File: src/rtl/ex_mem_stage.sv
// ex_mem_stage: EX->MEM skid FIFO with branch/jump redirect and misalignment flagging
module ex_mem_stage #(
  parameter int XLEN  = 32,
  parameter int DEPTH = 2
) (
  input  logic            clk,
  input  logic            rst,
  input  logic            flush,
  input  logic            in_valid,
  output logic            in_ready,
  input  logic [XLEN-1:0] in_alu_result,
  input  logic            in_is_zero,
  input  logic [XLEN-1:0] in_rs2_data,
  input  logic [XLEN-1:0] in_pc,
  input  logic [XLEN-1:0] in_imm,
  input  logic [4:0]      in_rd,
  input  logic            in_reg_write,
  input  logic            in_mem_read,
  input  logic            in_mem_write,
  input  logic [1:0]      in_mem_size,
  input  logic            in_branch,
  input  logic            in_jal,
  input  logic            in_jalr,
  output logic            out_valid,
  input  logic            out_ready,
  output logic [XLEN-1:0] out_result,
  output logic [XLEN-1:0] out_wdata,
  output logic [4:0]      out_rd,
  output logic            out_reg_write,
  output logic            out_mem_read,
  output logic            out_mem_write,
  output logic [1:0]      out_mem_size,
  output logic            out_misalign,
  output logic            redirect,
  output logic [XLEN-1:0] redirect_pc
);
  localparam int PW = $clog2(DEPTH);
  localparam int CW = PW + 1;
  typedef struct packed {
    logic [XLEN-1:0] result;
    logic [XLEN-1:0] wdata;
    logic [4:0]      rd;
    logic            reg_write;
    logic            mem_read;
    logic            mem_write;
    logic [1:0]      mem_size;
    logic            misalign;
  } entry_t;
  entry_t          fifo_q [DEPTH];
  entry_t          fifo_d [DEPTH];
  entry_t          new_e;
  entry_t          head;
  logic [PW-1:0]   wr_ptr_q, wr_ptr_d, rd_ptr_q, rd_ptr_d;
  logic [CW-1:0]   count_q, count_d;
  logic            in_ready_q, in_ready_d;
  logic            redirect_q, redirect_d;
  logic [XLEN-1:0] redirect_pc_q, redirect_pc_d;
  logic            push, pop, taken, link, mis;
  // decode the offered instruction into a FIFO entry; a misaligned access loses its side effects
  always_comb begin
    taken = in_jal | in_jalr | (in_branch & in_is_zero);
    link  = in_jal | in_jalr;
    mis   = (in_mem_read | in_mem_write) &
            ((in_mem_size == 2'b11) |
             ((in_mem_size == 2'b10) & (in_alu_result[1:0] != 2'b00)) |
             ((in_mem_size == 2'b01) & in_alu_result[0]));
    new_e = '{result:    link ? in_pc + XLEN'(4) : in_alu_result,
              wdata:     in_rs2_data,
              rd:        in_rd,
              reg_write: in_reg_write & ~mis,
              mem_read:  in_mem_read & ~mis,
              mem_write: in_mem_write & ~mis,
              mem_size:  in_mem_size,
              misalign:  mis};
  end
  // FIFO bookkeeping and redirect; flush empties everything and suppresses the incoming accept
  always_comb begin
    push          = in_valid & in_ready_q & ~flush;
    pop           = (count_q != '0) & out_ready & ~flush;
    fifo_d        = fifo_q;
    if (push) fifo_d[wr_ptr_q] = new_e;
    wr_ptr_d      = flush ? '0 : wr_ptr_q + PW'(push);
    rd_ptr_d      = flush ? '0 : rd_ptr_q + PW'(pop);
    count_d       = flush ? '0 : count_q + CW'(push) - CW'(pop);
    in_ready_d    = count_d != CW'(DEPTH);
    redirect_d    = push & taken;
    redirect_pc_d = !redirect_d ? '0 :
                    in_jalr ? {in_alu_result[XLEN-1:1], 1'b0} : in_pc + in_imm;
  end
  // state registers
  always_ff @(posedge clk) begin
    if (rst) begin
      fifo_q        <= '{default: '0};
      wr_ptr_q      <= '0;
      rd_ptr_q      <= '0;
      count_q       <= '0;
      in_ready_q    <= 1'b1;
      redirect_q    <= 1'b0;
      redirect_pc_q <= '0;
    end else begin
      fifo_q        <= fifo_d;
      wr_ptr_q      <= wr_ptr_d;
      rd_ptr_q      <= rd_ptr_d;
      count_q       <= count_d;
      in_ready_q    <= in_ready_d;
      redirect_q    <= redirect_d;
      redirect_pc_q <= redirect_pc_d;
    end
  end
  assign in_ready      = in_ready_q;
  assign out_valid     = count_q != '0;
  assign head          = out_valid ? fifo_q[rd_ptr_q] : '0;
  assign out_result    = head.result;
  assign out_wdata     = head.wdata;
  assign out_rd        = head.rd;
  assign out_reg_write = head.reg_write;
  assign out_mem_read  = head.mem_read;
  assign out_mem_write = head.mem_write;
  assign out_mem_size  = head.mem_size;
  assign out_misalign  = head.misalign;
  assign redirect      = redirect_q;
  assign redirect_pc   = redirect_pc_q;
endmodule

File: config.mk
export PLATFORM = sky130hd
export DESIGN_NAME = ex_mem_stage
export DESIGN_NICKNAME = d
export VERILOG_FILES = /design/src/rtl/ex_mem_stage.sv
export SDC_FILE = /design/constraint.sdc
export NUM_CORES = 1
export LEC_CHECK = 0
export BUFFER_PORTS_ARGS = -buffer_cell sky130_fd_sc_hd__clkbuf_2
export CAP_MARGIN = 20
export CELL_PAD_IN_SITES_DETAIL_PLACEMENT = 1
export CELL_PAD_IN_SITES_GLOBAL_PLACEMENT = 2
export CORE_MARGIN = 4
export CORE_UTILIZATION = 25
export CTS_BUF_LIST = sky130_fd_sc_hd__clkbuf_16
export CTS_CLUSTER_DIAMETER = 200
export CTS_CLUSTER_SIZE = 30
export DETAILED_ROUTE_END_ITERATION = 8
export GPL_TIMING_DRIVEN = 1
export HOLD_SLACK_MARGIN = 0.12
export MAX_ROUTING_LAYER = met4
export PLACE_DENSITY = 0.67
export SETUP_SLACK_MARGIN = 0.02
export SLEW_MARGIN = 40
export SYNTH_ARGS = -nofsm -noshare
export SYNTH_HDL_FRONTEND = slang
export SYNTH_SLANG_ARGS = --single-unit
File: constraint.sdc
create_clock -name clk -period 2.7 [get_ports clk]
set_clock_uncertainty 0.2 [all_clocks]
set_input_delay 0.405 -clock clk [delete_from_list [all_inputs] [get_ports clk]]
set_output_delay 0.405 -clock clk [all_outputs]
set_load 0.03 [all_outputs]
* Word level (Yosys, flattened, before mapping)
Index checks and enable logic that the tools add are counted.
** Storage, ports and cells
- Register bits :: 188
- Input port bits :: 147
- Word-level logic and storage cells :: 74
** Operators by class
- $add $sub $neg :: 6
- Magnitude comparators :: 3
- Equal/unequal tests :: 4
- Muxes and demuxes :: 10
- Bitwise gates (word level) :: 22
- Reduce and logical (&&, ||, !) cells :: 6
** Operator list (number)
- $mux 75 :: 5
- $bwmux 150 :: 1
- $demux 75 s1 :: 1
- $mux 32 :: 2
- $add 32x3->32 const B :: 1
- $add 32x32->32 :: 1
- $and 1x1->1 :: 12
- $or 1x1->1 :: 5
- $eq 2x2->1 const B :: 2
- $ge 2x2->1 const B :: 2
- $not 1->2 :: 2
- $reduce_bool 2->1 :: 2
- $reduce_or 2->1 :: 2
- $not 1->1 :: 3
- $reduce_or 3->1 :: 1
- $add 1x1->1 :: 2
- $add 2x1->2 :: 1
- $eq 2x1->1 const B :: 1
- $lt 2x1->1 const B :: 1
- $mux 2 :: 1
- $ne 2x2->1 const B :: 1
- $sub 2x1->2 :: 1
- $logic_and 1x1->1 :: 1

* Logic depth before layout (Yosys ltp)
Gate-level depths: netlist (run 1).
- Depth in word-level cells :: 8
- Depth in mapped cells :: 11
- Depth with buffers taken out :: 11

* Worst setup path after synthesis (run 1)
No wires, ideal clock.
- Path type :: in2reg
- Start point :: input in_pc[0]
- End point :: register redirect_pc_q[24] (netlist: redirect_pc[24])
- Setup time :: 117 ps
- Arrival time :: 2494 ps
- Slack :: -111 ps
- Cell stages on the path :: 10
- Cells stage by stage :: ha_1 > fa_1 > a21oi_1 > o21ai_1 > o21ai_1 > o211ai_1 > nor3_1 > nor2_1 > o31a_1 > a22o_1
** On the way
- Cells in the longest elaborated chain, start to end :: 2
** RTL lines
- start, declared :: RTL line 14 : input logic [XLEN-1:0] in_pc,
- $add 32x32->32 :: RTL line 88 : in_jalr ? {in_alu_result[XLEN-1:1], 1'b0} : in_pc + in_imm;
- $mux 32 :: RTL line 88
- end signal, assigned :: RTL line 107 : redirect_pc_q <= redirect_pc_d;
- end, declared :: RTL line 57 : logic [XLEN-1:0] redirect_pc_q, redirect_pc_d;
No other way between the ends.
A chain may end at the register's enable or synchronous reset.

* Final worst setup path (run 1)
- Start point :: input in_pc[0]
- End point :: register redirect_pc_q[30] (netlist: redirect_pc[30])
The elaborated chain is that of the path after synthesis.

==> reports/summary.txt, run 1 <==
GRT Total Usage -> 17.43%
Synthesized area -> 10,270 um2
Final hold violation count -> 0
First-pass DRT Iterations -> 4
Worst path slowest cell -> o31ai_1
WP data required -> 2840 ps
DP HPWL -> 28,220 um
Max-Cap Viols -> 0
Yosys cell types -> 58
P_leak -> 5.884 nW
Via count -> 9,901
Post-route ant nets -> 0
CTS tree -> done
Mux cell area share after synthesis -> 20.86%
Final setup vio count -> 0
VDD IR max -> 0.0004143 V
Share of cells above drive strength 1 -> 26.55%
XOR/XNOR share of the synthesized area -> 4.945%
Setup crit start kind -> primary input
Hold path depth -> 3
Met2 WL -> 18,930 um
Routability cong. -> 0.8550
Final net count -> 1,764
Post-synth EDFFs -> 0
Top Metal Used -> met4
Yosys reg bits -> 188
Hold endpoint -> fifo_q[149]
Die Wd -> 210.7 um
CTS Buf Count -> 17
Async S/R FF share, synth -> 0%
WL final -> 38,020 um
CTS Buffer Depth -> 2
Initial antenna violation count -> 0
Avg Inst Size Synth -> 8.547 um2
Syn_nets -> 1,386
Largest net degree at the start of global routing -> 155
Crit. End Element -> flip-flop
Clock slew at reported path FFs -> 70 ps
Clock Tree Root -> clkbuf_16
WL met3 -> 1198 um
Wire length on met1 -> 17,360 um
Tcrit/Tclk final -> 95.25%
Setup Crit Path Kind -> primary input to flip-flop
Routed WL per cell -> 17.95 um
Pwr Density -> 493.2 nW/um2
Area growth from synthesis to layout -> 38.53%
Min cycle time layout -> 2572 ps
Worst path cell trace -> clkbuf_2 -> ha_2 -> fa_2 -> a21oi_2 -> o21ai_1 -> o21ai_2 -> buf_4 -> o311ai_4 -> a31oi_1 -> o31ai_1 -> xor2_1 -> a22o_1
Rows -> 73
Non-Filler Instances -> 2,118
Placed insts -> 2,013
Dpl ws -> -513.0 ps
# diodes -> 0
Rel. slew slack -> 52.65%
Hold_sp -> in_alu_result[31]
R2R depth -> 6
FMAX -> 0.3888 GHz
CORE AREA -> 40,190 um2
Die footprint -> 44,400 um2
DRC violations left -> 0
Starting density of the core -> 25.56%
Slew Viols, Final -> 0
Adder-cell share of the synthesized area -> 4.579%
Largest family of logic cells by synthesized area -> multiplexers
CTS H-tree depth -> 4
Dominant synthesized flop cell -> dfxtp_1
Max incr delay on CP -> 310 ps
Status -> completed
PnR worst setup slack -> 128.3 ps
Compound-Gate Fraction of Synth Area -> 11.08%
CTS Sinks -> 188
Slew at the pin with the worst max-slew slack -> 710.3 ps
Hold WS -> 153.9 ps
Vias in the first global route -> 10,660
FF-to-FF Start -> in_ready
YS warnings -> 0
Worst min-delay path category -> primary input to flip-flop
Worst-Skew Late Latency -> 440 ps
Die H -> 210.7 um
I/O pins -> 257
First-pass GRT wire length -> 59,650 um
# fillers -> 4,809
Synth Area in Simple Gates -> 18.18%
Register area share after synthesis -> 36.63%
I/O Buffers -> 256
Total gr overflow -> 0
Syn Inst Count -> 1,202
Power Total -> 7.020 mW
Reg2Reg Setup Slack -> 610 ps
Iter 0 DRT Violations -> 358
Worst Path Arrival -> 2710 ps
Maximum fanout along the worst path -> 2
Post-DR vias/cell -> 4.675
R2r endpoint -> redirect_pc[24]
RSZ-0062 raised after global routing -> no
[critical path, delay by kind of cell]
| family | cells | cell delay (ps) |
|---|---|---|
| compound gates | 7 | 1460 |
| xor+xnor | 1 | 100 |
| fa+ha+maj | 2 | 490 |
| buf+inv | 2 | 260 |
[report_power, final]
group	switching [mW]	internal [mW]	total [mW]
combinational	0.820	0.679	1.50
clock	1.23	1.39	2.62
sequential	0.0426	2.86	2.90
total	2.09	4.93	7.02
[per-layer routing]
layer	GRT usage (%)	up-vias
li1	-	4889
met1	21.82	4829
met2	29.86	153
met3	2.599	30
met4	3.957	0
met5	-	-
[placed cells by master (no fill, tap or decap), types with 4 or more instances in the layout]
master / n
a21o_1: 13
ha_1: 33
buf_12: 11
o21ai_0: 14
nand2b_1: 17
o21a_1: 4
and3_1: 7
and4_1: 6
nand2_1: 61
dfxtp_1: 187
a21oi_1: 80
a21oi_2: 4
a211oi_1: 8
nor2_1: 277
nand3_1: 15
a22o_1: 12
buf_4: 102
nor2b_1: 5
mux2i_1: 213
inv_6: 4
xor2_1: 21
o211ai_1: 14
clkbuf_16: 17
xnor2_1: 37
dlygate4sd3_1: 71
clkbuf_2: 255
nor3_1: 8
nand4_1: 14
inv_1: 20
nor4_1: 5
[worst max-delay path by stage]
| stage | start | cells past startpoint | end | slack (ps) |
|---|---|---|---|---|
| global placement | in_pc[0] | 12 | redirect_pc[24] | -440 |
| CTS | in_pc[0] | 12 | redirect_pc[24] | 90 |
| detailed placement | in_pc[0] | 12 | redirect_pc[24] | -510 |
| floorplan | in_pc[0] | 10 | redirect_pc[24] | 50 |
| finish | in_pc[0] | 12 | redirect_pc[30] | 130 |
| global route | in_pc[0] | 12 | redirect_pc[30] | 30 |
[stage by stage]
step	instance area (um2)	setup TNS (ps)	utilization, %
5_1_grt	14230	0	35.41
6_report	14230	0	35.41
4_1_cts	14220	0	35.40
3_3_place_gp	12910	-3846	32.13
2_1_floorplan	10280	0	-
3_5_place_dp	12910	-4809	32.13
[cells by family (layout without fill, tap and decap cells)]
kind of cell	count (synthesis)	count (layout)
adders and majority gates	37	37
and+or+nand+nor	432	432
muxes	214	214
DFF	188	188
xor gates and xnor gates	58	58
AOI/OAI and AO/OA	174	174
buffers and inverters	99	490
[cell type report]
class / count / area, um2 / area share (%)
multi-input combinational: 915 / 6178 / 43.41
clock buffer: 17 / 425.4 / 2.989
tap: 525 / 656.9 / 4.615
sequential: 188 / 3767 / 26.47
timing repair buffer: 439 / 2973 / 20.89
inverter: 19 / 71.32 / 0.5011
clock inverter: 15 / 160.2 / 1.125
[synth_stat cells, drive strengths merged, types with 2 or more instances]
cell      n  area (um2)
ha       36       450.4
a211oi    8       60.06
nor4      6       43.79
nand2    61       229.0
nor2    278        1044
a21oi    84       431.7
or3       3       18.77
o21a      4       30.03
nand4    14       87.58
nor3     10       61.31
dfxtp   188        3764
nand2b   17       106.4
a211o     2       17.52
inv      19       71.32
o21ai    17       88.84
mux2i   213        2132
and3      7       43.79
o21bai    3       22.52
xor2     21       183.9
buf      28       115.1
clkbuf   52       195.2
a31oi     4       31.28
a22o     12       105.1
o211ai   15       117.6
o22a      2       17.52
and4      7       63.81
o31ai     2       20.02
or2       4       25.02
a21o     13       97.59
nor2b     5       31.28
nand3    15       75.07
and2      2       12.51
xnor2    37       324.1
[repair_timing]
item                                   4_1_cts  5_1_grt
setup endpoints to repair                    2        4
gates resized for setup                      0        2
endpoints found under the hold margin      113        0
pin swaps                                    2        0
setup buffers                                2        0
hold buffers                                71        0
[flip-flops by register name (all words and copies together) (netlist names)]
signal	flops
count_q	2
fifo_q	150
in_ready	1
rd_ptr_q	1
redirect	1
redirect_pc	32
wr_ptr_q	1
(Power assumes the default switching activity.)
==> run 2, diff against run 1 <==
- CTS_BUF_LIST: sky130_fd_sc_hd__clkbuf_16 -> sky130_fd_sc_hd__clkbuf_4
- PLACE_DENSITY: 0.67 -> 0.71
==> run 2 against run 1 <==
Setup slack worse by 71 ps. Sequential cell count is the same. Critical path depth up 1. Wire length increased by 4.1%. Largest power group unchanged. Highest routed layer unchanged.
==> reports/summary.txt, run 2 (synthesis results as in run 1) <==
CTS Sinks -> 188
Post-DR vias/cell -> 4.655
Flip-flop count of the largest register after layout -> 150
DP HPWL -> 27,970 um
Worst Path Arrival -> 2960 ps
Die footprint -> 44,400 um2
Final hold violation count -> 0
Routed WL per cell -> 18.08 um
Rel. slew slack -> 43.53%
Worst-Skew Late Latency -> 650 ps
Slew Viols, Final -> 0
Crit. End Element -> flip-flop
Routability cong. -> 0.8640
Slew at the pin with the worst max-slew slack -> 847.0 ps
Setup Crit Path Kind -> primary input to flip-flop
Non-Filler Instances -> 2,188
Commonest non-fill, non-tap cells in the layout -> nor2_1, clkbuf_2, mux2i_1, dfxtp_1, dlygate4sd3_1
Total gr overflow -> 0
Rows -> 73
First-pass DRT Iterations -> 4
Share of cells above drive strength 1 -> 26.52%
Min cycle time layout -> 2643 ps
Max-Cap Viols -> 0
CTS Buf Count -> 17
Status -> completed
Die H -> 210.7 um
I/O Buffers -> 256
WL final -> 39,560 um
Vias in the first global route -> 11,090
CTS H-tree depth -> 4
Iter 0 DRT Violations -> 391
CORE AREA -> 40,190 um2
Starting density of the core -> 25.56%
Die Wd -> 210.7 um
Largest net degree at the start of global routing -> 155
Dpl ws -> -413.0 ps
Worst min-delay path category -> primary input to flip-flop
Tcrit/Tclk final -> 97.87%
FMAX -> 0.3784 GHz
Pwr Density -> 422.0 nW/um2
Setup crit start kind -> primary input
First-pass GRT wire length -> 61,260 um
Commonest non-fill, non-tap cell in the layout -> nor2_1
Post-route ant nets -> 0
R2R depth -> 7
Placed Area -> 12,830 um2
DRC violations left -> 0
# fillers -> 4,817
Final net count -> 1,830
RSZ-0062 raised after global routing -> yes
Via count -> 10,190
Maximum fanout along the worst path -> 4
Hold WS -> 185.0 ps
Fin util -> 36.60%
VDD IR max -> 0.0002404 V
Clock Tree Root -> clkbuf_4
PnR worst setup slack -> 57.41 ps
GRT Total Usage -> 18.01%
FF+latch area -> 3767 um2
CTS Buffer Depth -> 2
Area growth from synthesis to layout -> 43.17%
Placed insts -> 2,009
Final instance area -> 14,710 um2
Initial antenna violation count -> 4
I/O pins -> 257
Clock slew at reported path FFs -> 170 ps
Reg with most FFs -> fifo_q
Final setup vio count -> 0
WP data required -> 3020 ps
P_leak -> 6.023 nW
CTS tree -> done
Hold path depth -> 5
Multi-input logic area -> 6272 um2
[run 2: cell types whose count changed in the layout (fill, tap and decap cells not counted), sizes merged]
cell,delta
clkinvlp,+2
diode,+4
dlygate4sd3,+69
inv,+1
clkinv,-2
clkbuf,-3
bufinv,-1
[run 2: layer usage]
layer	global-route usage (%)	share of wire (%)	wire (um)	vias to the layer above
met5	-	0	0	-
met4	4.292	1.5	590	0
met3	2.941	3.0	1197	28
met2	31.19	50	19720	183
met1	22.02	46	18050	4939
li1	-	-	-	5035
[run 2: power by group]
part	total, mW	internal, mW	switching [mW]
sequential	2.91	2.87	0.0440
combinational	1.60	0.758	0.845
clock	1.69	0.507	1.18
[run 2: per-stage QoR]
| step | total power [mW] | TNS, ps |
|---|---|---|
| floorplan | 3.763 | 0 |
| global placement | 4.352 | -3255 |
| detailed placement | 4.372 | -4383 |
| CTS | 6.311 | 0 |
| global route | 6.593 | -14.93 |
| finish | 6.207 | 0 |
[run 2: layout make-up]
type / count / share of cell area, %
Multi-Input combinational cell: 915 / 42.64
Tap cell: 525 / 4.466
Antenna cell: 4 / 0.06805
Timing Repair Buffer: 505 / 24.70
Clock buffer: 17 / 0.8676
Sequential cell: 188 / 25.61
Clock inverter: 15 / 1.157
Inverter: 19 / 0.4849
[run 2: path summary, 6_finish.rpt]
| kind | slack [ps] | to | start |
|---|---|---|---|
| max | 60 | fifo_q[143] | in_pc[19] |
| max reg2reg | 220 | fifo_q[12] | in_ready |
| min reg2reg | 290 | fifo_q[70] | fifo_q[70] |
| min | 190 | redirect_pc[31] | in_imm[29] |
[run 2: timing repair]
item | 4_1_cts | 5_1_grt
resized for setup | 5 | 35
hold buffers | 138 | 2
pin swaps | 0 | 5
setup endpoints to repair | 65 | 32
setup buffers | 3 | 1
hold endpoints to repair | 187 | 1
gates cloned | 0 | 1
[run 2: critical path: stages]
cell,delay (ps)
clkbuf_2,90
dlygate4sd3_1,540
buf_4,120
and3_4,210
and4_4,230
nand3_2,110
buf_4,170
nor2_1,110
xnor2_1,120
dlygate4sd3_1,570
nand2_1,70
o211ai_1,120
a21oi_1,80
==> run 3, diff against run 2 <==
- CORE_UTILIZATION: 25 -> 29
- HOLD_SLACK_MARGIN: 0.12 -> 0.02
- PLACE_DENSITY: 0.71 -> 0.8
==> run 3 against run 2 <==
Via count fell by 3.4%. Largest cell class unchanged. Global-route usage rose by 1.4 points. Utilization rose by 3.2 points. Final area fell by 6.0%. Sequential share of layout area rose by 1.6 points. First-iteration DRC count fell by 36%. Fmax rose by 2.8%. Critical endpoint is now out_result[14]. Die area fell by 13%. Register-to-register slack improved by 400 ps. Setup slack improved by 72 ps. Wire length fell by 7.3%.
==> reports/summary.txt, run 3 (synthesis results as in run 1) <==
First-pass DRT Iterations -> 4
Reg with most FFs -> fifo_q
# fillers -> 4,150
Most used routing layer -> met2
Slew Viols, Final -> 0
P_leak -> 5.706 nW
Clock Tree Root -> clkbuf_4
WP data required -> 2100 ps
CP endpoint -> out_result[14]
CTS Sinks -> 188
Post-route ant nets -> 0
Share of cells above drive strength 1 -> 25.93%
GRT Total Usage -> 19.45%
Starting density of the core -> 29.60%
Pwr Density -> 441.9 nW/um2
Total gr overflow -> 0
Routed WL per cell -> 17.96 um
DRC violations left -> 0
FF-to-FF Start -> in_ready
Routability cong. -> 0.8919
Largest net degree at the start of global routing -> 155
GRT met3 Usage -> 3.589%
WL final -> 36,680 um
VDD IR max -> 0.0002542 V
Clock slew at reported path FFs -> 180 ps
Met1 Usage GRT -> 23.95%
CTS Buffer Depth -> 2
Iter 0 DRT Violations -> 251
Initial antenna violation count -> 1
I/O Buffers -> 256
Rel. slew slack -> 50.57%
Die Wd -> 196.2 um
Hold_sp -> in_jalr
Final hold violation count -> 0
Non-Filler Instances -> 2,042
Area growth from synthesis to layout -> 34.54%
Slew at the pin with the worst max-slew slack -> 741.5 ps
Worst min-delay path category -> primary input to flip-flop
R2r endpoint -> redirect_pc[9]
Rows -> 68
Tcrit/Tclk final -> 95.20%
Crit. End Element -> output port
DP HPWL -> 27,210 um
CORE AREA -> 34,710 um2
Commonest non-fill, non-tap cells in the layout -> nor2_1, clkbuf_2, mux2i_1, dfxtp_1, buf_4
Flip-flop count of the largest register after layout -> 150
Final setup vio count -> 0
CTS Buf Count -> 17
FMAX -> 0.3890 GHz
Die H -> 196.2 um
Origin of the worst setup path -> count_q[1]
RSZ-0062 raised after global routing -> no
Reg2Reg Setup Slack -> 620 ps
R2R depth -> 5
Post-DR vias/cell -> 4.816
Placed insts -> 1,933
CTS tree -> done
Final net count -> 1,757
Post-cts sizing count -> 0
Min cycle time layout -> 2570 ps
Status -> completed
First-pass GRT wire length -> 58,310 um
Via count -> 9,834
Maximum fanout along the worst path -> 75
Max-Cap Viols -> 0
Hold WS -> 112.6 ps
Worst Path Arrival -> 1970 ps
Setup Crit Path Kind -> flip-flop to output port
Met2 Use GR -> 32.81%
Worst-Skew Late Latency -> 590 ps
I/O pins -> 257
Vias in the first global route -> 10,720
Die footprint -> 38,500 um2
CTS H-tree depth -> 4
Commonest non-fill, non-tap cell in the layout -> nor2_1
Setup crit start kind -> flip-flop
-- run 3: cell types whose count changed in the layout (fill, tap and decap cells not counted), moves of 4 or more --
cell	before	now
ha_1	30	34
buf_4	102	91
dlygate4sd3_1	140	75
clkbuf_2	247	255
nor2_1	272	277
clkbuf_4	21	17
buf_12	5	11
nor2_2	5	0
-- run 3: area by class of cell --
class                      count  area (um2)  share of cell area (%)
antenna                        2       5.005                 0.03621
clock buffer                  17       127.6                  0.9233
clock inverter                14       180.2                   1.304
inverter                      19       71.32                  0.5160
multi-input combinational    915        6171                   44.65
sequential                   188        3767                   27.26
tap                          455       569.3                   4.119
timing repair buffer         432        2930                   21.20
-- run 3: routing by layer --
layer	vias up	wire length (um)
met3	46	1536
met5	-	0
met2	198	17710
li1	4882	-
met1	4708	16660
met4	0	769
-- run 3: what timing repair did --
item / 4_1_cts / 5_1_grt
hold buffers: 75 / 0
hold endpoints to repair: 153 / 0
setup endpoints to repair: 25 / 0
setup buffers: 1 / 0
-- run 3: worst min path at each step --
| stage | endpoint | slack (ps) | cells past startpoint |
|---|---|---|---|
| floorplan | fifo_q[143] | 250 | 2 |
| global placement | fifo_q[149] | 260 | 2 |
| detailed placement | fifo_q[149] | 260 | 2 |
| CTS | fifo_q[118] | 30 | 3 |
| global route | fifo_q[118] | 60 | 3 |
| finish | redirect_pc[19] | 110 | 4 |
-- run 3: worst max-delay path, stage by stage (launching register included) --
cell and delay (ps):
dfxtp_1 420, nor2_4 70, buf_12 200, nor2_1 330
clkbuf_2 270
-- run 3: report_power, final --
group | leakage, nW | internal [mW] | switching, mW
Clock | 0.160 | 0.589 | 1.14
Sequential | 1.53 | 2.87 | 0.0464
Combinational | 4.02 | 0.666 | 0.800
-- run 3: metrics by stage --
stage | util [%] | TNS (ps) | setup WS [ps] | instance area (um2) | total power [mW]
3_3_place_gp | 36.70 | -3839 | -445.8 | 12740 | 4.325
6_report | 39.82 | 0 | 129.6 | 13820 | 6.108
4_1_cts | 39.80 | 0 | 121.4 | 13820 | 6.223
2_1_floorplan | - | 0 | 48.07 | 10280 | 3.763
5_1_grt | 39.82 | 0 | 28.04 | 13820 | 6.453
3_5_place_dp | 36.70 | -5290 | -512.1 | 12740 | 4.355
